`config.mk`:
```
export PLATFORM = sky130hd
export DESIGN_NAME = yarp_fetch_unit_flat
export DESIGN_NICKNAME = d
export VERILOG_FILES = /design/src/rtl/yarp_pkg.sv /design/src/rtl/yarp_fetch_unit_if.sv /design/src/rtl/yarp_fetch_fifo.sv /design/src/rtl/yarp_fetch_unit.sv /design/src/flat_wrapper.sv
export SDC_FILE = /design/constraint.sdc
export NUM_CORES = 1
export LEC_CHECK = 0
export CELL_PAD_IN_SITES_DETAIL_PLACEMENT = 1
export CELL_PAD_IN_SITES_GLOBAL_PLACEMENT = 1
export CORE_MARGIN = 2
export CORE_UTILIZATION = 44
export CTS_BUF_LIST = sky130_fd_sc_hd__clkbuf_4 sky130_fd_sc_hd__clkbuf_8
export DETAILED_ROUTE_END_ITERATION = 16
export PLACE_DENSITY_LB_ADDON = 0.1
export SYNTH_ARGS = -nofsm -noshare
export SYNTH_HDL_FRONTEND = slang
export SYNTH_SLANG_ARGS = --single-unit
```
`constraint.sdc`:
```
create_clock -name clk -period 3.6 [get_ports clk]
set_clock_uncertainty 0.2 [all_clocks]
set_input_delay 0.72 -clock clk [delete_from_list [all_inputs] [get_ports clk]]
set_output_delay 0.72 -clock clk [all_outputs]
set_load 0.05 [all_outputs]
```
`src/rtl/yarp_pkg.sv`:
```
// Shared types and constants for the yarp front end.
// Fetch entries pair an instruction word with the PC it was read from.
package yarp_pkg;

  localparam int XLEN        = 32;
  localparam int INSTR_BYTES = 4;

  localparam logic [XLEN-1:0] NOP_INSTR = 32'h0000_0013;

  typedef struct packed {
    logic [XLEN-1:0] instr;
    logic [XLEN-1:0] pc;
  } fetch_entry_t;

  function automatic logic [XLEN-1:0] next_pc(
    input logic [XLEN-1:0] pc
  );
    return pc + XLEN'(INSTR_BYTES);
  endfunction

endpackage

```
`src/rtl/yarp_fetch_unit_if.sv`:
```
// Instruction-memory request/response bus between fetch and imem.
// Signal names are from the fetch unit's point of view.
interface yarp_fetch_unit_if;
  import yarp_pkg::*;

  logic            fetch_req_o;
  logic [XLEN-1:0] fetch_addr_o;
  logic            fetch_gnt_i;
  logic            fetch_rvalid_i;
  logic [XLEN-1:0] fetch_rdata_i;

  modport master (
    output fetch_req_o,
    output fetch_addr_o,
    input  fetch_gnt_i,
    input  fetch_rvalid_i,
    input  fetch_rdata_i
  );

  modport slave (
    input  fetch_req_o,
    input  fetch_addr_o,
    output fetch_gnt_i,
    output fetch_rvalid_i,
    output fetch_rdata_i
  );

endinterface

```
`src/rtl/yarp_fetch_fifo.sv`:
```
// Instruction buffer: registered FIFO of fetch entries, head read
// straight from storage, synchronous flush.
module yarp_fetch_fifo
  import yarp_pkg::*;
#(
  parameter int DEPTH = 2
) (
  input  logic                         clk,
  input  logic                         reset_n,
  input  logic                         push_i,
  input  fetch_entry_t                 din_i,
  input  logic                         pop_i,
  input  logic                         flush_i,
  output logic                         full_o,
  output logic                         empty_o,
  output logic [$clog2(DEPTH+1)-1:0]   count_o,
  output fetch_entry_t                 head_o
);

  localparam int AW = $clog2(DEPTH);
  localparam int CW = $clog2(DEPTH+1);

  fetch_entry_t  mem_q [DEPTH];
  logic [AW-1:0] wr_ptr_q;
  logic [AW-1:0] rd_ptr_q;
  logic [CW-1:0] cnt_q;
  logic          do_push;
  logic          do_pop;

  assign full_o  = cnt_q == CW'(DEPTH);
  assign empty_o = cnt_q == '0;
  assign count_o = cnt_q;
  assign head_o  = mem_q[rd_ptr_q];

  // The head slot may be rewritten while it is popped.
  assign do_pop  = pop_i && !empty_o;
  assign do_push = push_i && (!full_o || pop_i);

  always_ff @(posedge clk or negedge reset_n) begin
    if (!reset_n) begin
      for (int i = 0; i < DEPTH; i++) begin
        mem_q[i] <= '0;
      end
      wr_ptr_q <= '0;
      rd_ptr_q <= '0;
      cnt_q    <= '0;
    end else if (flush_i) begin
      wr_ptr_q <= '0;
      rd_ptr_q <= '0;
      cnt_q    <= '0;
    end else begin
      if (do_push) begin
        mem_q[wr_ptr_q] <= din_i;
        wr_ptr_q        <= wr_ptr_q + 1'b1;
      end
      if (do_pop) begin
        rd_ptr_q <= rd_ptr_q + 1'b1;
      end
      cnt_q <= cnt_q + CW'(do_push) - CW'(do_pop);
    end
  end

endmodule

```
`src/rtl/yarp_fetch_unit.sv`:
```
// Fetch stage: PC, credit-limited imem reads, redirect and drop logic.
// Misaligned-target halting is built when YARP_FETCH_MISALIGN_CHK_EN is defined.
module yarp_fetch_unit
  import yarp_pkg::*;
#(
  parameter logic [XLEN-1:0] RESET_PC  = 32'h0000_0000,
  parameter int              BUF_DEPTH = 2
) (
  input  logic                clk,
  input  logic                reset_n,
  yarp_fetch_unit_if.master   mem_if,
  input  logic                redirect_i,
  input  logic [XLEN-1:0]     redirect_pc_i,
  output logic                instr_valid_o,
  input  logic                instr_ready_i,
  output logic [XLEN-1:0]     instr_o,
  output logic [XLEN-1:0]     instr_pc_o,
  output logic                instr_misalign_o
);

  localparam int CW = $clog2(BUF_DEPTH+1);

  logic [XLEN-1:0] pc_q, pc_d;
  logic [XLEN-1:0] rsp_pc_q, rsp_pc_d;
  logic [XLEN-1:0] tgt_pc;
  logic [CW-1:0]   outst_q, outst_d;
  logic [CW-1:0]   drop_q, drop_d;
  logic [CW-1:0]   buf_cnt;
  logic [CW:0]     inflight;
  logic            run_q;
  logic            halt_q, halt_d;
  logic            mis_q, mis_d;
  logic            req, issue, rvalid, keep, pop;
  logic            full, empty;
  fetch_entry_t    din, head;

`ifdef YARP_FETCH_MISALIGN_CHK_EN
  logic misal;
  assign misal  = |redirect_pc_i[1:0];
  assign tgt_pc = redirect_pc_i;
`else
  logic unused_pc_lsb;
  assign unused_pc_lsb = ^redirect_pc_i[1:0];
  assign tgt_pc = {redirect_pc_i[XLEN-1:2], 2'b00};
`endif

  assign rvalid = mem_if.fetch_rvalid_i;
  assign pop    = instr_valid_o && instr_ready_i;
  assign keep   = rvalid && drop_q == '0 && !redirect_i;

  // An entry leaving this cycle frees its slot, sustaining 1 instr/cycle.
  assign inflight = {1'b0, outst_q} + {1'b0, buf_cnt} - {{CW{1'b0}}, pop};
  assign req      = run_q && !redirect_i && !halt_q
                 && inflight < (CW+1)'(BUF_DEPTH);
  assign issue    = req && mem_if.fetch_gnt_i;

  assign mem_if.fetch_req_o  = req;
  assign mem_if.fetch_addr_o = pc_q;

  always_comb begin
    pc_d     = pc_q;
    rsp_pc_d = keep ? next_pc(rsp_pc_q) : rsp_pc_q;
    outst_d  = outst_q + CW'(issue) - CW'(rvalid);
    drop_d   = (rvalid && drop_q != '0) ? drop_q - 1'b1 : drop_q;
    halt_d   = halt_q;
    mis_d    = mis_q;
    unique case (1'b1)
      redirect_i: pc_d = tgt_pc;
      issue:      pc_d = next_pc(pc_q);
      default:    ;
    endcase
    if (redirect_i) begin
      rsp_pc_d = tgt_pc;
      // A same-cycle response retires one read, stale-marked or not.
      drop_d   = outst_q - CW'(rvalid);
`ifdef YARP_FETCH_MISALIGN_CHK_EN
      halt_d   = misal;
      mis_d    = misal;
`endif
    end
  end

  always_ff @(posedge clk or negedge reset_n) begin
    if (!reset_n) begin
      pc_q     <= RESET_PC;
      rsp_pc_q <= RESET_PC;
      outst_q  <= '0;
      drop_q   <= '0;
      run_q    <= 1'b0;
      halt_q   <= 1'b0;
      mis_q    <= 1'b0;
    end else begin
      pc_q     <= pc_d;
      rsp_pc_q <= rsp_pc_d;
      outst_q  <= outst_d;
      drop_q   <= drop_d;
      run_q    <= 1'b1;
      halt_q   <= halt_d;
      mis_q    <= mis_d;
    end
  end

  assign din = '{instr: mem_if.fetch_rdata_i, pc: rsp_pc_q};

  yarp_fetch_fifo #(
    .DEPTH (BUF_DEPTH)
  ) u_fifo (
    .clk     (clk),
    .reset_n (reset_n),
    .push_i  (keep),
    .din_i   (din),
    .pop_i   (pop),
    .flush_i (redirect_i),
    .full_o  (full),
    .empty_o (empty),
    .count_o (buf_cnt),
    .head_o  (head)
  );

  assign instr_valid_o    = !empty;
  assign instr_o          = head.instr;
  assign instr_pc_o       = head.pc;
  assign instr_misalign_o = mis_q;

  a_no_overflow: assert property (
    @(posedge clk) disable iff (!reset_n)
    !(keep && full && !pop)
  );

endmodule

```
`src/flat_wrapper.sv`:
```
// flat-port wrapper written by rule: the top's interface ports become plain ports
module yarp_fetch_unit_flat import yarp_pkg::*;
#(
  parameter logic [XLEN-1:0] RESET_PC  = 32'h0000_0000,
  parameter int              BUF_DEPTH = 2
)
  (clk, reset_n, redirect_i, redirect_pc_i, instr_valid_o, instr_ready_i, instr_o, instr_pc_o, instr_misalign_o, mem_if_fetch_req_o, mem_if_fetch_addr_o, mem_if_fetch_gnt_i, mem_if_fetch_rvalid_i, mem_if_fetch_rdata_i);
  yarp_fetch_unit_if mem_if_i ();
  input  logic clk;
  input  logic reset_n;
  input  logic redirect_i;
  input  logic [XLEN-1:0] redirect_pc_i;
  output logic instr_valid_o;
  input  logic instr_ready_i;
  output logic [XLEN-1:0] instr_o;
  output logic [XLEN-1:0] instr_pc_o;
  output logic instr_misalign_o;
  output wire logic [$bits(mem_if_i.fetch_req_o)-1:0] mem_if_fetch_req_o;
  output wire logic [$bits(mem_if_i.fetch_addr_o)-1:0] mem_if_fetch_addr_o;
  input wire logic [$bits(mem_if_i.fetch_gnt_i)-1:0] mem_if_fetch_gnt_i;
  input wire logic [$bits(mem_if_i.fetch_rvalid_i)-1:0] mem_if_fetch_rvalid_i;
  input wire logic [$bits(mem_if_i.fetch_rdata_i)-1:0] mem_if_fetch_rdata_i;
  assign mem_if_fetch_req_o = mem_if_i.fetch_req_o;
  assign mem_if_fetch_addr_o = mem_if_i.fetch_addr_o;
  assign mem_if_i.fetch_gnt_i = mem_if_fetch_gnt_i;
  assign mem_if_i.fetch_rvalid_i = mem_if_fetch_rvalid_i;
  assign mem_if_i.fetch_rdata_i = mem_if_fetch_rdata_i;
  yarp_fetch_unit #(.RESET_PC(RESET_PC), .BUF_DEPTH(BUF_DEPTH)) u_core (.clk(clk), .reset_n(reset_n), .mem_if(mem_if_i), .redirect_i(redirect_i), .redirect_pc_i(redirect_pc_i), .instr_valid_o(instr_valid_o), .instr_ready_i(instr_ready_i), .instr_o(instr_o), .instr_pc_o(instr_pc_o), .instr_misalign_o(instr_misalign_o));
endmodule
```
==> Yosys cells after proc, flatten, opt, wreduce, memory -nomap -nowiden <==
Index checks and enable logic that the tools add are counted.
{ "totals": {"regBits": 201, "inputBits": 70, "elab_cells": 71, "output_inout_bits": 99} }
{ "op_classes": {"addsub": 12, "eq_ne": 1, "n_reduce_logical": 23, "n_bitwise": 3, "n_mux": 16, "magnitude_cmp": 4} }
{ "op_table": {"columns": ["op", "count"], "rows": [
  ["$mux 64", 4],
  ["$bwmux 128", 1],
  ["$add 32x3->32 const B", 2],
  ["$demux 64 s1", 1],
  ["$mux 32", 2],
  ["$pmux 32 s2", 1],
  ["$reduce_bool 2->1", 6],
  ["$logic_and 1x1->1", 10],
  ["$mux 2", 3],
  ["$sub 2x1->2", 3],
  ["$add 2x1->2", 2],
  ["$ge 2x2->1 const B", 2],
  ["$logic_not 2->1", 2],
  ["$mux 1", 4],
  ["$not 1->2", 2],
  ["$add 2x2->3", 1],
  ["$logic_not 1->1", 3],
  ["$lt 3x2->1 const B", 1],
  ["$sub 3x1->3", 1],
  ["$add 1x1->1 const B", 2],
  ["$eq 2x2->1 const B", 1],
  ["$lt 2x1->1 const B", 1],
  ["$reduce_and 2->1", 1],
  ["$sub 2x1->2 const B", 1],
  ["other kinds (2)", 2]
]} }

==> Depth between registers and ports, before layout <==
{ "logic_depth": {"depth_word": 9, "mapped_depth": 12, "depth_no_buf": 11} }

==> Cells and area by module <==
From an unflattened synthesis, not the netlist that was laid out.
{ "unflattened": {"cells_unflattened": 769, "hier_area_um2": 9709.3} }
{ "modules_own_cells": {"columns": ["module", "n_inst", "area_per_inst_um2", "seq_area_each_um2", "cells_per_inst"], "rows": [
  ["yarp_fetch_fifo", 1, 5982.0, 3303.2, 366],
  ["yarp_fetch_unit", 1, 3727.3, 1626.6, 403]
]} }

==> Worst setup path after synthesis <==
OpenSTA, ideal clock, no wires.
{ "synth_path": {"path_kind": "register to output", "start": "reg u_core.u_fifo.cnt_q[0] (netlist: u_core.u_fifo.count_o[0])", "end": "out mem_if_fetch_req_o", "path_stages_with_launch": 8, "t_arrival_ns": 3.163, "t_required_ns": 2.680, "path_buffers": 0, "slack_ns": -0.483, "path_cell_list": "dfrtp_1 > or2_2 > and2_1 > ha_1 > nand2b_1 > fa_1 > xnor2_1 > nor3_1"} }
{ "synth_between": {"elab_chain_len": 6, "word_cells_on_any_way": 7, "classes_between": "2 x add/sub; 1 x order compare; 4 x reduce/logical"} }
{ "synth_lines": {"columns": ["element", "line", "rtl"], "rows": [
  ["start: declaration", "yarp_fetch_fifo.sv:26", "logic [CW-1:0] cnt_q;"],
  ["start signal: assignment", "yarp_fetch_fifo.sv:59", "cnt_q <= cnt_q + CW'(do_push) - CW'(do_pop);"],
  ["$logic_not 2->1", "yarp_fetch_fifo.sv:31", "assign empty_o = cnt_q == '0;"],
  ["$logic_not 1->1", "yarp_fetch_unit.sv:120", "assign instr_valid_o = !empty;"],
  ["named net instr_valid_o", "flat_wrapper.sv:13", "output logic instr_valid_o;"],
  ["$logic_and 1x1->1", "yarp_fetch_unit.sv:48", "assign pop = instr_valid_o && instr_ready_i;"],
  ["$sub 3x1->3", "yarp_fetch_unit.sv:52", "assign inflight = {1'b0, outst_q} + {1'b0, buf_cnt} - {{CW{1'b0}}, pop};"],
  ["$lt 3x2->1", "yarp_fetch_unit.sv:54", "&& inflight < (CW+1)'(BUF_DEPTH);"],
  ["$logic_and 1x1->1", "yarp_fetch_unit.sv:54", null],
  ["end: declaration", "flat_wrapper.sv:18", "output wire logic [$bits(mem_if_i.fetch_req_o)-1:0] mem_if_fetch_req_o;"]
]} }
The timed path passes the listed nets, and every way through them passes these cells.

==> Final worst setup path <==
{ "layout_path": {"start": "reg u_core.u_fifo.cnt_q[0] (netlist: u_core.u_fifo.count_o[0])", "end": "out mem_if_fetch_req_o"} }
{ "layout_between": {"elab_chain_len": 6, "word_cells_on_any_way": 7, "classes_between": "2 x add/sub; 1 x order compare; 4 x reduce/logical"} }
{ "layout_lines": {"columns": ["element", "line"], "rows": [
  ["parallel branches: the longest is 3 deep, another holds $add 2x2->3", null],
  ["$sub 3x1->3 (*)", "yarp_fetch_unit.sv:52"],
  ["$lt 3x2->1 (*)", "yarp_fetch_unit.sv:54"],
  ["$logic_and 1x1->1 (*)", "yarp_fetch_unit.sv:54"]
]} }
Mark *: on every way between the ends.

==> metrics.md <==
| Metric | Value |
|---|---|
| Run status | finished, final reports clean |
| CTS clk-pin slew, worst paths | 0.11 ns |
| Post-Syn Area | 9430 um2 |
| Sequential share of power | 33.2% |
| Leak | 5.00 nW |
| Finished Core Util | 56.6% |
| NetSw | 4.36 mW |
| Fill count | 2,170 |
| Post-synthesis sequential area ratio | 51.2% |
| CP max stage delay | 0.55 ns |
| Largest net degree at the start of global routing | 85 |
| Sequence of cells on the critical path | or2_4, and2_4, ha_4, nand2b_4, fa_2, nand2_2, nor3_4, buf_6 |
| Gr usage total | 22.8% |
| Antenna violations before repair | 0 |
| Max FO, Critical Path | 2 |
| I/O Buffers | 161 |
| Syn avg cell area | 12.5 um2 |
| Post-Place Cell Area | 11,400 um2 |
| First-pass GRT wire length | 40,400 um |
| Hold Path Class | in2async |
| Top area cells in the synthesized netlist | dfrtp_1 (51%), mux2_2 (21%), nand2_1 (2.2%) |
| Final WS setup | 0.131 ns |
| Final #Nets | 1,010 |
| Unrepaired setup endpoints after global routing | no |
| Netlist cell types | 62 |
| Final count of hold timing violations | 0 |
| Share of the synthesized area in the top cell type | 51.2% |
| ANT cells | 0 |
| Vias | 6,727 |
| TritonRoute pass-1 iters | 5 |
| Post-route ant nets | 0 |
| Gr ovfl total | 0 |
| Initial DRC count | 272 |
| EDFF count, synth | 0 |
| Worst EP required | 2.68 ns |
| Number of clock sinks | 193 |
| Final Max Tran Viols | 0 |
| Synth-to-Final Area Change | 26.3% |
| Clk buf depth | 2 |
| Root Buffer Master | clkbuf_8 |
| Routed WL | 24,500 um |
| Die span in x | 150 um |
| Most frequent cells after synthesis | dfrtp_1 (193), mux2_2 (179), nand2_1 (54) |
| Mapped Cells | 753 |
| Non-filler cells, final | 1,218 |
| Combinational power share | 52.3% |
| Register area | 4830 um2 |
| Synth async-reset ratio | 100% |
| Cts bufs inserted | 17 |
| Multi-input combinational cell area | 4320 um2 |
| Switching share of power | 43.0% |
| Share of layout cells above drive strength 1 | 29.9% |
| Critical Path Sink Type | output pin |
| Die area | 22,600 um2 |
| Site row count | 53 |
| Startpoint types | flop |
| Starting Density | 44.8% |
| Slew @ Worst Pin | 0.719 ns |
| Most common cell in the netlist | dfrtp_1 |
| Top delay family on crit path | adder cells |
| RePlAce Congestion | 0.858 |
| Final instance area | 11,900 um2 |
| IO Count | 169 |
| VDD IR max | 0.316 mV |
| Period utilization | 96.4% |
| Final setup fails | 0 |
| PD cells | 852 nW/um2 |
| WP data arrival | 2.55 ns |
| Int Pwr | 5.78 mW |
| Post-DP HPWL | 17,800 um |
| CTS tree | done |
| Max Cap Viol | 0 |
| Dominant synthesized flop cell | dfrtp_1 |
| Synth warn | 0 |
| Max Freq | 288 MHz |
| Setup WS pre-CTS | -0.325 ns |
| DRC Markers | 0 |
| Core area | 21,000 um2 |
| Worst-skew pair later-pin latency | 0.47 ns |
| Height of the die | 150 um |
| Vias per inst | 5.52 |
| Critical-path top delay cell | fa_2 |
| Slew headroom | 51.7% |
| Kind of critical path | reg2out |
| Min Tclk post-route | 3.47 ns |
| Post-Place Cells | 1,182 |
| Clock share of power | 14.5% |
| Drt wl/cell | 20.1 um |
| #FFs+latches synth | 193 |
| CTS H-tree lvls | 4 |
| Yosys top cell by area | dfrtp_1 |
| Worst Path Buf+Inv | 1 |
| # hold bufs at CTS | 0 |
| Vias in the first global route | 7,524 |
[cell type report]
type	count	share of cell area (%)
clock buffers	19	2.20
clock inverters	13	1.24
inverters	18	0.568
multi-input cells	506	36.3
flip-flops and latches	193	40.6
well taps	275	2.89
repair buffers	194	16.2
[registers in the layout (all words and copies together), names as in the netlist]
| name | flops |
|---|---|
| u_core.mem_if.fetch_addr_o | 30 |
| u_core.outst_q | 2 |
| u_core.u_fifo.rd_ptr_q | 1 |
| u_core.run_q | 1 |
| u_core.u_fifo.mem_q | 124 |
| u_core.u_fifo.count_o | 2 |
| u_core.rsp_pc_q | 30 |
| u_core.u_fifo.wr_ptr_q | 1 |
| u_core.drop_q | 2 |
[metrics by stage]
stage          power, mW  hold slack (ns)  setup TNS, ns
2_1_floorplan       6.88            0.224              0
3_3_place_gp        8.36            0.261          -1.59
3_5_place_dp        8.58            0.273          -4.81
4_1_cts             10.2            0.101              0
5_1_grt             10.7           0.0903              0
6_report            10.1           0.0662              0
[worst paths after layout]
| path | startpoint | to | slack (ns) | depth (start not counted) |
|---|---|---|---|---|
| min in group clk | u_core.u_fifo.mem_q[8] | u_core.u_fifo.mem_q[8] | 0.29 | 1 |
| max | u_core.u_fifo.count_o[0] | mem_if_fetch_req_o | 0.13 | 8 |
| max reg2reg | u_core.u_fifo.count_o[0] | u_core.mem_if.fetch_addr_o[13] | 0.20 | 13 |
| max in group asynchronous | reset_n | u_core.u_fifo.mem_q[115] | 2.05 | 2 |
| min | reset_n | u_core.u_fifo.mem_q[37] | 0.07 | 1 |
| min reg2reg | u_core.u_fifo.mem_q[8] | u_core.u_fifo.mem_q[8] | 0.29 | 1 |
[logic make-up (layout without fill, tap and decap cells)]
group	after synthesis	in the layout	synth area share, %
simple gates	171	171	11.1
other cells	2	6	0.0797
mux	192	192	22.9
xor+xnor	37	37	3.44
fa+ha+maj	10	10	1.41
buf+inv	58	244	3.74
compound gates	90	90	6.12
flops	193	193	51.2
[cells in the final DEF (no fill, tap or decap), types with 4 or more instances in the layout]
cell type and instances:
a21oi_1 13, and3_1 10, and4_1 5, buf_12 6, buf_4 27, clkbuf_8 20, clkdlybuf4s50_1 157, clkinvlp_4 4
conb_1 6, dfrtp_1 192, ha_1 8, inv_1 16, inv_6 5, mux2_1 11, mux2_2 179, nand2_1 53
nand2b_1 4, nand3_1 20, nand4_1 10, nor2_1 22, nor3_1 11, nor4_2 5, o211ai_1 13, o21ai_0 30
o21ai_1 4, o22ai_1 4, o311ai_0 8, o31a_1 5, xnor2_1 22, xor2_1 14
[timing repair]
action,in CTS,in global routing
setup endpoints to repair,1,1
resized for setup,10,0
pin swaps,5,2
buffers inserted,4,0
[metal layers]
| metal | wire length, um | vias to the layer above | GRT usage (%) | part of all wire [%] |
|---|---|---|---|---|
| met1 | 11200 | 3476 | 30.8 | 46 |
| li1 | - | 3055 | - | - |
| met5 | 0 | - | 0 | 0 |
| met3 | 1050 | 30 | 3.91 | 4.3 |
| met4 | 465 | 0 | 7.26 | 1.9 |
| met2 | 11800 | 166 | 37.5 | 48 |
[power by group through the flow]
| stage | combinational [mW] | sequential, mW | clock, mW |
|---|---|---|---|
| after floorplan | 3.47 | 3.40 | 0 |
| after global placement | 5.03 | 3.33 | 0 |
| after detailed placement | 5.17 | 3.41 | 0 |
| after CTS | 5.35 | 3.37 | 1.51 |
| after global routing | 5.59 | 3.49 | 1.60 |
| final | 5.31 | 3.37 | 1.47 |
(Power assumes the default switching activity.)
==> RTL change: new RTL, same settings <==
Reset style: synchronous (`reset_n`), changed in 2 clocked blocks.
--- a/src/rtl/yarp_fetch_fifo.sv
+++ b/src/rtl/yarp_fetch_fifo.sv
@@ -36,7 +36,7 @@
   assign do_pop  = pop_i && !empty_o;
   assign do_push = push_i && (!full_o || pop_i);
 
-  always_ff @(posedge clk or negedge reset_n) begin
+  always_ff @(posedge clk) begin
     if (!reset_n) begin
       for (int i = 0; i < DEPTH; i++) begin
         mem_q[i] <= '0;
--- a/src/rtl/yarp_fetch_unit.sv
+++ b/src/rtl/yarp_fetch_unit.sv
@@ -80,7 +80,7 @@
     end
   end
 
-  always_ff @(posedge clk or negedge reset_n) begin
+  always_ff @(posedge clk) begin
     if (!reset_n) begin
       pc_q     <= RESET_PC;
       rsp_pc_q <= RESET_PC;
Check against the original RTL: differs if reset_n is asserted again (counterexample within 4 cycles, from zero or initial values and one cycle with reset_n low); with reset_n held inactive, the same outputs for 4 cycles.
==> RTL change against the original RTL <==
  * Wire length is 0.20% higher
  * Worst setup slack worse by 120 ps
  * Count of clock-buffer cells in the layout down 2
  * Area after synthesis down 1.0%
  * Design area is 0.43% higher
  * Utilization is 0.61 points higher
  * Critical path depth fell by 1
  * Sequential cell count rose by 1
  * Critical endpoint unchanged
Power is not compared: it rests on default switching activity, and its combinational part moved more than twofold at a synthesized area within 25%.
==> RTL change: results <==
set metrics [dict create \
    multi_input_area_share_pct 33.6 \
    clock_tree_area_fraction_pct 3.61 \
    r2r_start "u_core.u_fifo.count_o[0]" \
    cp_data_arrival_time_ps 2670 \
    viasPerCell 5.41 \
    grt_pass1_wl_um 39200 \
    yosys_warnings 0 \
    n_fill_cell 2262 \
    met2_length_um 12200 \
    ctsResizeCount 12 \
    gr-usage-met1_pct 29.2 \
    grt_pass1_vias 7285 \
    wl_met1_um 10900 \
    yosysSeqAreaShare_pct 54.9 \
    synth_edf_count 124 \
    design.seq.count 194 \
    synth_cell_types 61 \
    crit_slowest_cell "fa_2" \
    irDropWorstVdd_mv 0.251 \
    gp_congestion 0.830 \
    netlist_top_cells_count "125 x and2_1, 124 x edfxtp_1, 70 x dfxtp_1" \
    async_reset_ff_share_pct 0 \
    synthTopCellsByArea "edfxtp_1 40%, dfxtp_1 15%, and2_1 8.4%, mux2_2 7.7%, nand2_1 2.4%" \
    multi_input_gates 577 \
    nNonClkInverters 17 \
    instances_no_fill 1288 \
    place_hpwl_um 16700 \
    drive_above_1_share_pct 15.7 \
    grt_max_degree 63 \
    grt_usage_pct 22.5 \
    run_status "complete, no violations" \
    finalPower_mw 5.14 \
    post_cts_buffers 5 \
    dr.pass1.iters 4 \
    layout.nets 1081 \
    routed_wl_um 24600 \
    drt_first_iter_violations 367 \
    critical-path-top-delay-family "simple AND/OR/NAND/NOR gates" \
    slew_headroom_pct 51.7 \
    seqCellArea_mm2 0.00513 \
    dpl-instance-area_mm2 0.0114 \
    diodes 0 \
    place_ws_ps -456 \
    wl_met3_um 1030 \
    syn_inst 837 \
]
-- RTL change: changes by cell type in the layout (fill, tap and decap cells not counted), moves of 9 or more --
cell and delta:
dfrtp_1 -192, dfxtp_1 +67, o21a_1 +9, o211ai_1 -11, and2_1 +124, mux2_1 -11
mux2_2 -115, edfxtp_1 +124, nand4_1 +11, nor4_1 +9, a21oi_1 +30
-- RTL change: logic make-up (layout without fill, tap and decap cells) --
family	Yosys count	in the layout	synth area share, %
simple gates	327	327	20.2
flops	194	194	54.9
compound gates	133	133	8.97
buf+inv	70	242	3.10
mux	65	65	7.83
xor+xnor	37	37	3.47
fa+ha+maj	10	10	1.42
other cells	1	5	0.0402
-- RTL change: worst paths after layout --
| path | endpoint | slack, ps | depth (start not counted) |
|---|---|---|---|
| max reg2reg | u_core.mem_if.fetch_addr_o[7] | 250 | 13 |
| min reg2reg | u_core.mem_if.fetch_addr_o[20] | 330 | 2 |
| max | mem_if_fetch_req_o | 6 | 7 |
| min | u_core.mem_if.fetch_addr_o[20] | 330 | 2 |
